### config.mk
export PLATFORM = sky130hd
export DESIGN_NAME = matrix_input_ctrl
export DESIGN_NICKNAME = d
export VERILOG_FILES = /design/src/rtl/matrix_input_ctrl.sv
export SDC_FILE = /design/constraint.sdc
export NUM_CORES = 1
export LEC_CHECK = 0
export ABC_AREA = 1
export CAP_MARGIN = 40
export CORE_AREA = 4 4 149 151
export DETAILED_ROUTE_END_ITERATION = 8
export DIE_AREA = 0 0 153 155
export REMOVE_ABC_BUFFERS = 1
export SLEW_MARGIN = 20
export SYNTH_ARGS = -nofsm -noshare
export SYNTH_HDL_FRONTEND = slang
export SYNTH_SLANG_ARGS = --single-unit
### constraint.sdc
create_clock -name clk -period 11.2 [get_ports clk]
set_clock_uncertainty 0.15 [all_clocks]
set_input_delay 2.24 -clock clk [delete_from_list [all_inputs] [get_ports clk]]
set_output_delay 2.24 -clock clk [all_outputs]
set_load 0.01 [all_outputs]
### src/rtl/matrix_input_ctrl.sv
// Parses UART ASCII bytes into dims / ID / matrix-element events and writes elements to memory.
// Optional INPUT_ZERO_FILL_EN: an LF inside the element list zero-fills the rest of the matrix.
module matrix_input_ctrl #(
    parameter int          MAX_DIM   = 5,
    parameter int          MAX_ELEM  = 9,
    parameter logic [7:0]  LFSR_SEED = 8'hA5
) (
    input  logic        clk,
    input  logic        rst_n,
    input  logic        en,
    input  logic        is_gen_mode,
    input  logic [1:0]  task_mode,
    input  logic [7:0]  rx_data,
    input  logic        rx_valid,
    input  logic        addr_ready,
    input  logic [7:0]  base_addr,
    output logic        dims_valid,
    output logic [31:0] dim_m,
    output logic [31:0] dim_n,
    output logic        id_valid,
    output logic [31:0] id_val,
    output logic        rx_done,
    output logic        error_flag,
    output logic        mem_we,
    output logic [7:0]  mem_addr,
    output logic [7:0]  mem_wdata,
    output logic [3:0]  fsm_state
);

    // Handshake: dims_valid rises on entry to DIMS and stays high until addr_ready
    // is sampled high (store task) or for exactly one cycle (dims-only task).
    typedef enum logic [3:0] {
        IDLE     = 4'd0,
        GET_M    = 4'd1,
        GET_N    = 4'd2,
        DIMS     = 4'd3,
        GET_ELEM = 4'd4,
        GEN_ELEM = 4'd5,
        FILL     = 4'd6,
        DONE     = 4'd7,
        GET_ID   = 4'd8,
        ERR      = 4'd9
    } state_t;

    localparam logic [8:0] DIM_MAX_V  = 9'(MAX_DIM);
    localparam logic [8:0] ELEM_MAX_V = 9'(MAX_ELEM);
    localparam logic [7:0] ELEM_MOD   = 8'(MAX_ELEM + 1);

    state_t      state, state_n;
    logic        en_prev;
    logic [1:0]  mode_r, mode_n;
    logic        gen_r, gen_n;
    logic [8:0]  acc, acc_n;
    logic        have_digit, have_n;
    logic [7:0]  m_r, m_n;
    logic [7:0]  total, total_n;
    logic [7:0]  idx, idx_n;
    logic [7:0]  base, base_n;
    logic [7:0]  lfsr;

    logic        dims_valid_n, id_valid_n, rx_done_n, error_n, we_n;
    logic [7:0]  dim_m_r, dim_n_r, dim_m_n, dim_n_n;
    logic [7:0]  id_val_r, id_val_n;
    logic [7:0]  addr_n, wdata_n;

    logic        en_rise;
    logic        is_digit, is_sep, is_lf;
    logic        tok_digit, tok_bad, tok_close, tok_ovf;
    logic [12:0] acc_wide;
    logic [7:0]  tok_val, lfsr_mod, last_idx;
    logic        dim_ok, elem_ok;

    assign en_rise   = en & ~en_prev;
    assign is_digit  = (rx_data >= 8'h30) && (rx_data <= 8'h39);
    assign is_sep    = (rx_data == 8'h20) || (rx_data == 8'h0D) || (rx_data == 8'h0A);
    assign is_lf     = rx_valid && (rx_data == 8'h0A);
    assign tok_digit = rx_valid && is_digit;
    assign tok_bad   = rx_valid && !is_digit && !is_sep;
    assign tok_close = rx_valid && is_sep && have_digit;
    assign acc_wide  = 13'(acc) * 13'd10 + 13'(rx_data[3:0]);
    assign tok_ovf   = tok_digit && (acc_wide > 13'd255);
    assign tok_val   = acc[7:0];
    assign dim_ok    = (acc >= 9'd1) && (acc <= DIM_MAX_V);
    assign elem_ok   = (acc <= ELEM_MAX_V);
    assign lfsr_mod  = lfsr % ELEM_MOD;
    assign last_idx  = total - 8'd1;

    assign dim_m     = {24'd0, dim_m_r};
    assign dim_n     = {24'd0, dim_n_r};
    assign id_val    = {24'd0, id_val_r};
    assign fsm_state = state;

    always_ff @(posedge clk or negedge rst_n) begin
        if (!rst_n) begin
            state <= IDLE;
        end else begin
            state <= state_n;
        end
    end

    always_comb begin
        state_n    = state;
        mode_n     = mode_r;
        gen_n      = gen_r;
        acc_n      = acc;
        have_n     = have_digit;
        m_n        = m_r;
        total_n    = total;
        idx_n      = idx;
        base_n     = base;
        dim_m_n    = dim_m_r;
        dim_n_n    = dim_n_r;
        id_val_n   = id_val_r;
        id_valid_n = 1'b0;
        rx_done_n  = 1'b0;
        we_n       = 1'b0;
        addr_n     = mem_addr;
        wdata_n    = mem_wdata;

        // Dropping en aborts everything, including a byte arriving on the same cycle.
        if (!en) begin
            state_n = IDLE;
        end else begin
            case (state)
                IDLE: begin
                    if (en_rise) begin
                        mode_n = task_mode;
                        gen_n  = is_gen_mode;
                        acc_n  = 9'd0;
                        have_n = 1'b0;
                        case (task_mode)
                            2'd0, 2'd1: state_n = GET_M;
                            2'd2:       state_n = GET_ID;
                            default:    state_n = ERR;
                        endcase
                    end
                end
                GET_M, GET_N, GET_ELEM, GET_ID: begin
                    if (tok_bad || tok_ovf) begin
                        state_n = ERR;
                    end else if (tok_digit) begin
                        acc_n  = acc_wide[8:0];
                        have_n = 1'b1;
                    end else if (tok_close) begin
                        acc_n  = 9'd0;
                        have_n = 1'b0;
                        case (state)
                            GET_M: begin
                                if (dim_ok) begin
                                    m_n     = tok_val;
                                    state_n = GET_N;
                                end else begin
                                    state_n = ERR;
                                end
                            end
                            GET_N: begin
                                if (dim_ok) begin
                                    dim_m_n = m_r;
                                    dim_n_n = tok_val;
                                    total_n = 8'(m_r * tok_val);
                                    state_n = DIMS;
                                end else begin
                                    state_n = ERR;
                                end
                            end
                            GET_ELEM: begin
                                if (elem_ok) begin
                                    we_n    = 1'b1;
                                    addr_n  = base + idx;
                                    wdata_n = tok_val;
                                    idx_n   = idx + 8'd1;
                                    if (idx == last_idx) begin
                                        state_n = DONE;
                                    end
`ifdef INPUT_ZERO_FILL_EN
                                    else if (is_lf) begin
                                        state_n = FILL;
                                    end
`endif
                                end else begin
                                    state_n = ERR;
                                end
                            end
                            default: begin
                                id_valid_n = 1'b1;
                                id_val_n   = tok_val;
                                state_n    = IDLE;
                            end
                        endcase
                    end
`ifdef INPUT_ZERO_FILL_EN
                    else if (is_lf && (state == GET_ELEM)) begin
                        state_n = FILL;
                    end
`endif
                end
                DIMS: begin
                    if (mode_r == 2'd1) begin
                        state_n = IDLE;
                    end else if (addr_ready) begin
                        base_n  = base_addr;
                        idx_n   = 8'd0;
                        state_n = gen_r ? GEN_ELEM : GET_ELEM;
                    end
                end
                GEN_ELEM, FILL: begin
                    we_n    = 1'b1;
                    addr_n  = base + idx;
                    wdata_n = (state == GEN_ELEM) ? lfsr_mod : 8'd0;
                    idx_n   = idx + 8'd1;
                    if (idx == last_idx) begin
                        state_n = DONE;
                    end
                end
                DONE: begin
                    rx_done_n = 1'b1;
                    state_n   = IDLE;
                end
                default: begin
                    state_n = ERR;
                end
            endcase
        end

        dims_valid_n = (state_n == DIMS);
        error_n      = (state_n == ERR);
    end

    always_ff @(posedge clk or negedge rst_n) begin
        if (!rst_n) begin
            en_prev    <= 1'b0;
            mode_r     <= 2'd0;
            gen_r      <= 1'b0;
            acc        <= 9'd0;
            have_digit <= 1'b0;
            m_r        <= 8'd0;
            total      <= 8'd0;
            idx        <= 8'd0;
            base       <= 8'd0;
            dims_valid <= 1'b0;
            dim_m_r    <= 8'd0;
            dim_n_r    <= 8'd0;
            id_valid   <= 1'b0;
            id_val_r   <= 8'd0;
            rx_done    <= 1'b0;
            error_flag <= 1'b0;
            mem_we     <= 1'b0;
            mem_addr   <= 8'd0;
            mem_wdata  <= 8'd0;
        end else begin
            en_prev    <= en;
            mode_r     <= mode_n;
            gen_r      <= gen_n;
            acc        <= acc_n;
            have_digit <= have_n;
            m_r        <= m_n;
            total      <= total_n;
            idx        <= idx_n;
            base       <= base_n;
            dims_valid <= dims_valid_n;
            dim_m_r    <= dim_m_n;
            dim_n_r    <= dim_n_n;
            id_valid   <= id_valid_n;
            id_val_r   <= id_val_n;
            rx_done    <= rx_done_n;
            error_flag <= error_n;
            mem_we     <= we_n;
            mem_addr   <= addr_n;
            mem_wdata  <= wdata_n;
        end
    end

    // Fibonacci LFSR, x^8+x^6+x^5+x^4+1; a nonzero seed keeps it off the all-zero lockup.
    always_ff @(posedge clk or negedge rst_n) begin
        if (!rst_n) begin
            lfsr <= LFSR_SEED;
        end else begin
            lfsr <= {lfsr[6:0], lfsr[7] ^ lfsr[5] ^ lfsr[4] ^ lfsr[3]};
        end
    end

endmodule

After elaboration in Yosys (flattened, before gate mapping). Index checks and enable logic that the tools add are counted. W data, S select, Z words.

Equality and inequality tests: 26. $lt $le $gt $ge: 6. Multiply operators: 2. Muxes and demuxes: 61. Divide/modulo/power cells: 1. Reductions and logical operators: 30. Add/subtract/negate cells: 4. Bitwise operators: 9.

Operators by type and width (number): $mux W8 (18); $mux W4 (11); $mux W9 (4); $pmux W8 S2 (2); $pmux W8 S3 (1); $reduce_and A7 Y1 (3); $pmux W4 S5 (1); $mux W1 (19); $pmux W9 S2 (1); $eq A4 B3 Y1 const B (4); $eq A8 B4 Y1 const B (2); $ne A2 B2 Y1 const B (8); $add A13 B4 Y13 (1); $gt A13 B8 Y1 const B (1); $eq A4 B2 Y1 const B (3); $mul A9 B3 Y12 const B (1); $pmux W4 S3 (1); $ge A9 B1 Y1 const B (1); $le A9 B3 Y1 const B (1); $le A9 B4 Y1 const B (1); $reduce_and A9 Y1 (1); $add A8 B1 Y8 const B (1); $add A8 B8 Y8 (1); $eq A4 B4 Y1 const B (2); other kinds (30) (50).

Logic and storage cells: 160. Flip-flop bits (word level): 103. Bits of input ports: 24. Output and inout bits: 121.

Longest topological paths before layout. Gate-level depths: netlist (run 1).

Depth after elaboration: 11. Mapped depth: 20.

Worst setup path before layout (run 1). No wires, ideal clock.

Kind: input to register. Start: input port rx_data[2]. End: register acc[0]. Arrival: 3.957 ns. Buffers on the path: 0. Stages: 14. Setup time: 0.085 ns. Required time: 10.965 ns. Setup slack: 7.008 ns. Cells stage by stage: ha_1 -> nand2_1 -> nand2_1 -> a21oi_1 -> or2_2 -> nor2_1 -> nand4_1 -> nor2_1 -> nand2_1 -> nand2_1 -> o211ai_1 -> nand2_1 -> nand4_2 -> o22ai_1.

Longest elaborated chain between the ends: 8.

RTL lines: start: declaration (line 13) `input logic [7:0] rx_data,`; parallel branches: the longest is 8 deep, another holds $add A13 B4 Y13; end signal: assignment (line 254) `acc <= acc_n;`; end: declaration (line 53) `logic [8:0] acc, acc_n;`.

Parallel ways; which one is timed is not known. The select of a mux whose other input is x is not followed. A chain may end at the register's enable or synchronous reset.

Final worst setup path (run 1). Same ends and word-level chain as after synthesis.

==> out/qor.yml, run 1 <==
sta:
  setup-violations-final: 0
  hold_violations: 0
  period_minus_slack_ns: 4.85
  tns_ns: 0
  slew_viol_final: 0
  worst_pin_slew_ns: 0.670
  slew-limit-headroom: 0.553
  rsz0062_at_grt: "no"
  period_share: 0.433
  max_freq_ghz: 0.206
floorplan:
  initial_core_util: 0.348
  io_pins: 145
  dieArea_mm2: 0.0237
  row_count: 53
  die_x_um: 153
  fp.dieH_um: 155
  core_region_area_mm2: 0.0208
cts:
  cts-root-buf: "clkbuf_16"
  cts.path.max_buffers: 2
  cts-resized-gates: 0
  path_clk_slew_ns: 0.07
  cts_tree: "done"
  numClockSinks: 103
  cts_max_level: 3
  clk_latency_ns: 0.36
  postCtsHoldBufs: 0
  numCtsBuffers: 9
  post-cts-setup-buffer-count: 0
synth:
  synth_area_leaders: "dfrtp_1 (34%), nand2_1 (10%), inv_1 (8.0%)"
  yosys_register_bits: 103
  synth.distinct_cells: 42
  synthArstFlopShare: 1.00
  synthTopCellsByCount: "nand2_1 (198), inv_1 (154), dfrtp_1 (99), buf_4 (72), nor2_1 (72)"
  synth-edff-count: 0
  yosysMostFrequentCell: "nand2_1"
  synth_top_area_cell: "dfrtp_1"
  synth_flop_cell: "dfrtp_1"
  synth_warnings: 0
  synth_top_area_frac: 0.342
  syn_area_per_cell_um2: 7.84
  synthesis.instances: 923
  seq_area_frac_synth: 0.357
  syn_area_mm2: 0.00724
finish:
  antenna_cells: 0
  final_area_mm2: 0.00829
  layout-drive-gt1-share: 0.0590
  layout.nets: 1079
  stdcell_count: 1275
  syn_to_final_growth_pct: 14.5
  final_util: 0.398
pwr:
  powerDensity_mw_per_mm2: 100
  pwr-share-seq: 0.480
  power_frac_comb: 0.129
  p_int_uw: 609
  switching_power_uw: 220
  p_sw_frac: 0.266
  clock_power_share: 0.391
  power.total_uw: 830
  cellLeakagePower_uw: 0.00432
  ir_worst_vdd_mv: 0.0659
setup_path:
  cp_max_fo: 9
  cp_data_required_time_ns: 11.32
  r2r_slack_ns: 6.84
  worst-r2r-cell-count: 15
  crit_start: "rx_data[2]"
  setup.worst_path.start_class: "primary input"
  critPathCapture: "acc[0]"
  setup.worst_path.end_class: "register"
  r2r_start: "acc[3]"
  rr_endpoint: "total[7]"
  critPathArrivalTime_ns: 4.98
  path_class: "in2reg"
routing:
  wl_met3_um: 619
  drt-total-wl_um: 15700
  drtIter0Drc: 271
  drcViolationCount: 0
  drt-pass1-iter-count: 5
  viasPerCell: 4.40
  drt-wirelength-per-cell_um: 12.3
  top_layer: "met4"
  num_vias: 5606
  met1Wirelength_um: 7240
  postRouteAntennaNets: 0
  route.met2.wl_um: 7590
flow_run:
  maxCapViolCount: 0
place:
  placed_cells: 1258
  place_area_mm2: 0.00797
  globalplace.congestion: 0.884
  portBuffers: 72
  hpwl_um: 12100
min_path:
  hp-class: "reg2reg"
grt:
  track_usage: 0.134
  gr-total-overflow: 0
  grt_pass1_wl_um: 26300
  antenna_found_initial: 0
  grt_pass1_vias: 5457
  grt_max_degree: 41
run_status:
  status: "finished clean"
[layout make-up]
class | instances | area (um2)
clock buffers | 11 | 243
clock inverters | 4 | 55.1
fillers | 2201 | 12500
inverters | 159 | 597
multi-input cells | 645 | 3690
flip-flops and latches | 103 | 2580
well taps | 275 | 344
repair buffers | 78 | 779
[placed cells by master, fill, tap and decap left out, types with 3 or more instances in the layout]
cell type and n:
a21oi_1 29, a21oi_2 4, a31oi_1 4, buf_4 5
clkbuf_16 9, clkdlybuf4s50_1 71, conb_1 72, dfrtp_1 99
dfstp_2 4, fa_1 15, ha_1 44, inv_1 154
inv_2 3, nand2_1 198, nand2_2 11, nand3_1 31
nand3_2 6, nand3b_1 4, nand4_1 7, nor2_1 72
nor3_1 9, nor3b_1 3, o211ai_1 4, o21ai_0 59
o21ai_2 4, o22ai_1 9, or2_2 3, xnor2_1 17
xor2_1 27
[layer usage]
metal,vias up,GRT usage
li1,2885,-
met1,2600,0.172
met2,105,0.231
met3,16,0.0223
met4,0,0.0429
met5,-,0
[registers in the layout (all words and copies together) (netlist names), 2 cells and up]
register / count
m_r: 8
acc: 9
fsm_state: 4
mem_wdata: 8
dim_n_r: 8
mode_r: 2
id_val_r: 8
total: 8
mem_addr: 8
lfsr: 8
idx: 8
dim_m_r: 8
base: 8
[power by group through the flow]
| stage | sequential [uW] | clock [uW] | combinational (uW) |
|---|---|---|---|
| 6_report | 398 | 324 | 107 |
| 5_1_grt | 400 | 352 | 123 |
| 4_1_cts | 398 | 338 | 109 |
| 3_5_place_dp | 405 | 0 | 108 |
| 3_3_place_gp | 405 | 0 | 106 |
| 2_1_floorplan | 405 | 0 | 59.9 |
[cells by family after synthesis]
logic type,share of synthesized area
flip-flops,0.357
AO/OA/AOI/OAI,0.0958
XOR/XNOR,0.0532
other,0.000518
adder cells (fa/ha/maj),0.118
buffers and inverters,0.170
AND/OR/NAND/NOR,0.206
[how the worst min path moves through the flow]
stage	depth (start not counted)	slack [ns]	end	start
6_report	0	0.25	lfsr[1]	lfsr[0]
3_5_place_dp	0	0.25	lfsr[1]	lfsr[0]
5_1_grt	0	0.26	lfsr[1]	lfsr[0]
3_3_place_gp	0	0.24	lfsr[1]	lfsr[0]
2_1_floorplan	0	0.24	lfsr[1]	lfsr[0]
4_1_cts	0	0.26	lfsr[1]	lfsr[0]
[worst max-delay path, cell delays in order]
cell	delay [ns]
clkdlybuf4s50_1	0.57
ha_1	0.36
nand2_1	0.05
nand2_1	0.05
a21oi_1	0.06
or2_2	0.28
nor2_1	0.17
nand4_1	0.13
nor2_1	0.10
nand2_1	0.05
nand2_1	0.05
o211ai_1	0.13
nand2_1	0.20
nand4_2	0.27
o22ai_1	0.25
[per-stage QoR]
stage,hold WS [ns],setup slack [ns]
2_1_floorplan,0.239,6.87
3_3_place_gp,0.242,5.82
3_5_place_dp,0.246,6.03
4_1_cts,0.256,6.40
5_1_grt,0.261,6.14
6_report,0.254,6.35
(Power assumes the default switching activity.)
==> run 2: changes to the inputs <==
==> constraint.sdc (replaced) <==
create_clock -name clk -period 4.02 [get_ports clk]
set_clock_uncertainty 0.15 [all_clocks]
set_input_delay 0.804 -clock clk [delete_from_list [all_inputs] [get_ports clk]]
set_output_delay 0.804 -clock clk [all_outputs]
set_load 0.01 [all_outputs]
==> run 2 against run 1 <==
Clock power increased to 2.8 times the previous value. Highest routed layer unchanged. Design area is 1.7% higher. Combinational power rose to 2.8 times the previous value. Die area unchanged. Power grew to 2.8 times the previous value. Worst hold slack worse by 0.0041 ns. Final cell count increased by 1.1%. Critical path type is now reg2reg.
==> out/qor.yml, run 2 (synthesis results as in run 1) <==
floorplan:
  die_x_um: 153  # unchanged
  fp.dieH_um: 155  # unchanged
  row_count: 53  # unchanged
  dieArea_mm2: 0.0237  # unchanged
  initial_core_util: 0.348  # unchanged
  core_region_area_mm2: 0.0208  # unchanged
  io_pins: 145  # unchanged
setup_path:
  path_cells: "nand2_1 > inv_2 > fa_2 > fa_1 > inv_2 > fa_1 > fa_1 > inv_2 > ha_4 > nand2_2 > o21ai_2 > xor2_1 > xor2_1 > xor2_1 > o21ai_1"
  cp_top_family: "adder cells"
  critPathCapture: "total[7]"
  cp_data_required_time_ns: 4.11  # -7.21 ns
  path_class: "reg2reg"
  rr_endpoint: "total[7]"
  cp_max_fo: 3  # -6
  cp_num_cells: 15  # unchanged
  r2r_start: "m_r[3]"
  path_buf_inv: 3  # +2
  critPathArrivalTime_ns: 3.93  # -1.05 ns
  cp_slowest_stage_delay_ns: 0.53  # -0.04 ns
  setup.worst_path.start_class: "register"
  r2r_slack_ns: 0.18  # -6.66 ns
  setup.worst_path.end_class: "register"
  crit_start: "m_r[3]"
  cp_slowest_cell: "fa_1"
  worst-r2r-cell-count: 15  # unchanged
cts:
  numCtsBuffers: 9  # unchanged
  postCtsHoldBufs: 0  # unchanged
  cts_tree: "done"
  numClockSinks: 103  # unchanged
  cts_max_level: 3  # unchanged
  cts.path.max_buffers: 2  # unchanged
  clk_latency_ns: 0.35  # about the same
  cts-root-buf: "clkbuf_16"
  path_clk_slew_ns: 0.07  # about the same
  post-cts-setup-buffer-count: 0  # unchanged
place:
  portBuffers: 72  # unchanged
  dp_slack_ns: -0.0268  # -6.05 ns
  hpwl_um: 12100  # -0.11%
  globalplace.congestion: 0.835  # -5.5%
  placed_cells: 1272  # +1.1%
sta:
  hold-worst-slack_ns: 0.250  # -0.00415 ns
  rsz0062_at_grt: "yes"
  setup-violations-final: 0  # unchanged
  slew_viol_final: 0  # unchanged
  slew-limit-headroom: 0.618  # +0.0649
  tns_ns: 0  # unchanged
  period_share: 0.956
  max_freq_ghz: 0.260
  layout_setup_ws_ns: 0.175  # -6.17 ns
  period_minus_slack_ns: 3.84
  hold_violations: 0  # unchanged
  worst_pin_slew_ns: 0.571  # -0.0990 ns
routing:
  drtIter0Drc: 249  # -8.1%
  postRouteAntennaNets: 0  # unchanged
  drt-pass1-iter-count: 4  # -1
  drt-wirelength-per-cell_um: 11.9  # -3.7%
  viasPerCell: 4.31  # -2.1%
  drcViolationCount: 0  # unchanged
  drt-total-wl_um: 15300  # -2.6%
  num_vias: 5551  # -0.98%
pwr:
  power_frac_comb: 0.129  # about the same
  pwr-share-seq: 0.479  # about the same
  powerDensity_mw_per_mm2: 274  # +170%
  cellLeakagePower_uw: 0.00440  # +1.6%
  ir_worst_vdd_mv: 0.150  # +130%
  clock_power_share: 0.392  # about the same
  p_sw_frac: 0.258  # -0.00724
  p_int_uw: 1710  # +180%
  switching_power_uw: 597  # +170%
finish:
  stdcell_count: 1289  # +1.1%
  largest_reg_flops: 9  # unchanged
  syn_to_final_growth_pct: 16.5
  layout.nets: 1092  # +1.2%
  regMostFlops: "acc"
  final_util: 0.405  # +0.00685
  most-common-layout-cells: "nand2_1 (197), inv_1 (151), dfrtp_1 (98)"
  layout_commonest_cell: "nand2_1"
  antenna_cells: 0  # unchanged
  layout-drive-gt1-share: 0.0819  # +0.0229
grt:
  antenna_found_initial: 0  # unchanged
  track_usage: 0.131  # -0.00306
  grt_pass1_wl_um: 25800  # -1.9%
  grt_pass1_vias: 5375  # -1.5%
  grt_max_degree: 63  # +54%
  gr-total-overflow: 0  # unchanged
flow_run:
  maxCapViolCount: 0  # unchanged
min_path:
  hp-class: "reg2reg"
run_status:
  status: "finished clean"
run 2: cell types whose count changed in the layout (fill, tap and decap cells not counted), moves of 2 or more:
cell	change
buf_4	+12
o21ai_0	-2
inv_2	+3
clkinv_2	+2
inv_1	-3
run 2: power groups by stage:
stage	Clock [uW]	Sequential (uW)	Combinational (uW)
6_report	905	1110	299
4_1_cts	935	1110	301
2_1_floorplan	0	1130	167
3_3_place_gp	0	1130	297
3_5_place_dp	0	1130	300
5_1_grt	971	1110	342
run 2: area by class of cell:
cell class	instances	area (um2)
clock inverters	5	56.3
fillers	2089	12400
multi-input cells	645	3710
repair buffers	91	885
flip-flops and latches	103	2580
well taps	275	344
inverters	159	597
clock buffers	11	253
run 2: worst min path at each step:
stage / start / end / cells after the start
final: lfsr[0] / lfsr[1] / 0
after detailed placement: lfsr[0] / lfsr[1] / 0
after floorplan: lfsr[0] / lfsr[1] / 0
after CTS: lfsr[0] / lfsr[1] / 0
after global routing: lfsr[0] / lfsr[1] / 0
after global placement: lfsr[0] / lfsr[1] / 0
run 2: worst register-to-register path, stage by stage, from the launching register on:
cell and delay [ns]:
dfrtp_1 0.39, nand2_1 0.08, inv_2 0.04, fa_2 0.37, fa_1 0.50, inv_2 0.04, fa_1 0.49, fa_1 0.53
inv_2 0.05, ha_4 0.28, nand2_2 0.06, o21ai_2 0.14, xor2_1 0.18, xor2_1 0.18, xor2_1 0.16, o21ai_1 0.08
run 2: routing by layer:
metal / global-route usage / wire length (um) / vias to the layer above / share of wire
met5: 0 / 0 / - / 0
met4: 0.0437 / 297 / 0 / 0.019
met3: 0.0214 / 512 / 19 / 0.034
met2: 0.218 / 7160 / 88 / 0.47
met1: 0.173 / 7310 / 2518 / 0.48
li1: - / - / 2926 / -
run 2: metrics by stage:
step	power, uW	instance area [um2]
after global routing	2430	8430
after detailed placement	1430	8080
final	2310	8430
after CTS	2340	8390
after global placement	1420	8080
after floorplan	1300	6870
run 2: what timing repair did:
item	in CTS	in global routing
pin swaps	0	9
cloned	0	0
resized for setup	1	11
setup endpoints to repair	1	1
==> run 3: changes to the inputs <==
--- a/config.mk
+++ b/config.mk
@@ -11,7 +11,7 @@
 export DETAILED_ROUTE_END_ITERATION = 8
 export DIE_AREA = 0 0 153 155
 export REMOVE_ABC_BUFFERS = 1
-export SLEW_MARGIN = 20
+export SKIP_LAST_GASP = 1
 export SYNTH_ARGS = -nofsm -noshare
 export SYNTH_HDL_FRONTEND = slang
 export SYNTH_SLANG_ARGS = --single-unit
==> run 3 against run 2 <==
Die area unchanged. Sequential share of layout area increased by 0.055 points. Non-clock buffer count decreased by 1. Final cell count about the same. First-iteration DRC count increased by 13%. Combinational power about the same.
==> out/qor.yml, run 3 (synthesis results as in run 1) <==
finish:
  final_util: 0.404  # -0.000721
  regMostFlops: "acc"
  layout_commonest_cell: "nand2_1"
  layout-drive-gt1-share: 0.0809  # -0.000906
  layout.nets: 1091  # -0.092%
  seq_area_mm2: 0.00258  # unchanged
  antenna_cells: 0  # unchanged
  largest_reg_flops: 9  # unchanged
  most-common-layout-cells: "nand2_1 (197), inv_1 (151), dfrtp_1 (98)"
  fillerInstances: 2093  # +0.19%
  multiInputGateArea_mm2: 0.00371  # unchanged
  syn_to_final_growth_pct: 16.3
floorplan:
  io_pins: 145  # unchanged
  core_region_area_mm2: 0.0208  # unchanged
  initial_core_util: 0.348  # unchanged
  die_x_um: 153  # unchanged
  fp.dieH_um: 155  # unchanged
  row_count: 53  # unchanged
  dieArea_mm2: 0.0237  # unchanged
setup_path:
  cp_slowest_stage_delay_ns: 0.53  # about the same
  critPathArrivalTime_ns: 3.92  # about the same
  worst-r2r-cell-count: 15  # unchanged
  cp_slowest_cell: "fa_1"
  setup.worst_path.start_class: "register"
  setup.worst_path.end_class: "register"
  path_class: "reg2reg"
  cp_data_required_time_ns: 4.07  # -0.04 ns
  cp_max_fo: 3  # unchanged
  path_cells: "nand2_1 > inv_2 > fa_2 > fa_1 > inv_2 > fa_1 > fa_1 > inv_2 > ha_4 > nand2_2 > o21ai_2 > xor2_1 > xor2_1 > xor2_1 > o21ai_1"
grt:
  grt_max_degree: 63  # unchanged
  gr-total-overflow: 0  # unchanged
  grt_pass1_vias: 5375  # unchanged
  grt_pass1_wl_um: 25800  # unchanged
  track_usage: 0.131  # unchanged
  antenna_found_initial: 0  # unchanged
sta:
  period_minus_slack_ns: 3.87  # +0.0212 ns
  tns_ns: 0  # unchanged
  slew-limit-headroom: 0.459  # -0.159
  worst_pin_slew_ns: 0.810  # +0.239 ns
  slew_viol_final: 0  # unchanged
  rsz0062_at_grt: "yes"
  hold_violations: 0  # unchanged
  period_share: 0.962  # +0.00528
  setup-violations-final: 0  # unchanged
  max_freq_ghz: 0.259  # -0.55%
run_status:
  status: "finished clean"
cts:
  path_clk_slew_ns: 0.07  # about the same
  cts.path.max_buffers: 2  # unchanged
  clk_latency_ns: 0.35  # about the same
  post-cts-setup-buffer-count: 0  # unchanged
  numCtsBuffers: 9  # unchanged
  cts_tree: "done"
  numClockSinks: 103  # unchanged
  cts_max_level: 3  # unchanged
  cts-root-buf: "clkbuf_16"
min_path:
  holdPathStages: 0  # unchanged
  hp-class: "reg2reg"
routing:
  drcViolationCount: 0  # unchanged
  drt-total-wl_um: 15300  # about the same
  postRouteAntennaNets: 0  # unchanged
  drt-wirelength-per-cell_um: 11.9  # +0.13%
  drt-pass1-iter-count: 4  # unchanged
  drtIter0Drc: 281  # +13%
  viasPerCell: 4.31  # +0.13%
  num_vias: 5554  # +0.054%
flow_run:
  maxCapViolCount: 0  # unchanged
place:
  portBuffers: 72  # unchanged
  globalplace.congestion: 0.835  # unchanged
  hpwl_um: 12100  # unchanged
pwr:
  p_sw_frac: 0.258  # about the same
  powerDensity_mw_per_mm2: 274  # +0.16%
  power_frac_comb: 0.129  # about the same
  p_int_uw: 1710  # about the same
  ir_worst_vdd_mv: 0.150  # about the same
  switching_power_uw: 596  # about the same
  cellLeakagePower_uw: 0.00439  # -0.17%
  pwr-share-seq: 0.479  # about the same
  clock_power_share: 0.392  # about the same
run 3: repair_timing:
action | in CTS | in global routing
endpoints found under the setup margin | 1 | 1
pin swaps | 0 | 8
resized for setup | 1 | 11
hold buffers | 0 | 0
run 3: worst paths after layout:
check / start / to / slack, ns
hold / removal: lfsr[0] / lfsr[1] / 0.25
min in group asynchronous: rst_n / mem_wdata[4] / 0.28
setup / recovery: m_r[3] / total[7] / 0.15
setup reg to reg: m_r[3] / total[7] / 0.15
max in group asynchronous: rst_n / m_r[0] / 2.69
hold reg to reg: lfsr[0] / lfsr[1] / 0.25
run 3: layout make-up:
cell class | count | area share
clock inverters | 5 | 0.00669
well taps | 275 | 0.0409
multi-input cells | 645 | 0.441
flip-flops and latches | 103 | 0.307
repair buffers | 90 | 0.103
inverters | 159 | 0.0709
clock buffers | 11 | 0.0300
run 3: layer usage:
| layer | GRT usage | part of all wire | vias to the layer above |
|---|---|---|---|
| li1 | - | - | 2918 |
| met1 | 0.173 | 0.47 | 2513 |
| met2 | 0.218 | 0.47 | 106 |
| met3 | 0.0214 | 0.036 | 17 |
| met4 | 0.0437 | 0.017 | 0 |
| met5 | 0 | 0 | - |
run 3: per-stage QoR:
| stage | total power, uW | hold WS [ns] | cells | setup slack (ns) | area (um2) |
|---|---|---|---|---|---|
| 3_3_place_gp | 1420 | 0.240 | 1272 | 0.0277 | 8080 |
| 2_1_floorplan | 1300 | 0.239 | 907 | 0.0134 | 6870 |
| 4_1_cts | 2340 | 0.250 | 1288 | 0.00427 | 8390 |
| 3_5_place_dp | 1430 | 0.241 | 1272 | -0.0268 | 8080 |
| 6_report | 2310 | 0.250 | 1288 | 0.154 | 8420 |
| 5_1_grt | 2430 | 0.261 | 1288 | -0.0456 | 8420 |
run 3: critical path, delay by kind of cell, from the launching register on:
kind / cells / cell delay, ns
buffers and inverters: 3 / 0.13
and+or+nand+nor: 2 / 0.14
DFF: 1 / 0.39
AOI/OAI and AO/OA: 2 / 0.21
adders and majority gates: 5 / 2.17
xor gates and xnor gates: 3 / 0.52
run 3: power groups by stage:
| stage | sequential (uW) | combinational [uW] | clock (uW) |
|---|---|---|---|
| 6_report | 1110 | 299 | 905 |
| 5_1_grt | 1110 | 342 | 971 |
| 4_1_cts | 1110 | 301 | 935 |
| 3_5_place_dp | 1130 | 300 | 0 |
| 3_3_place_gp | 1130 | 297 | 0 |
| 2_1_floorplan | 1130 | 167 | 0 |
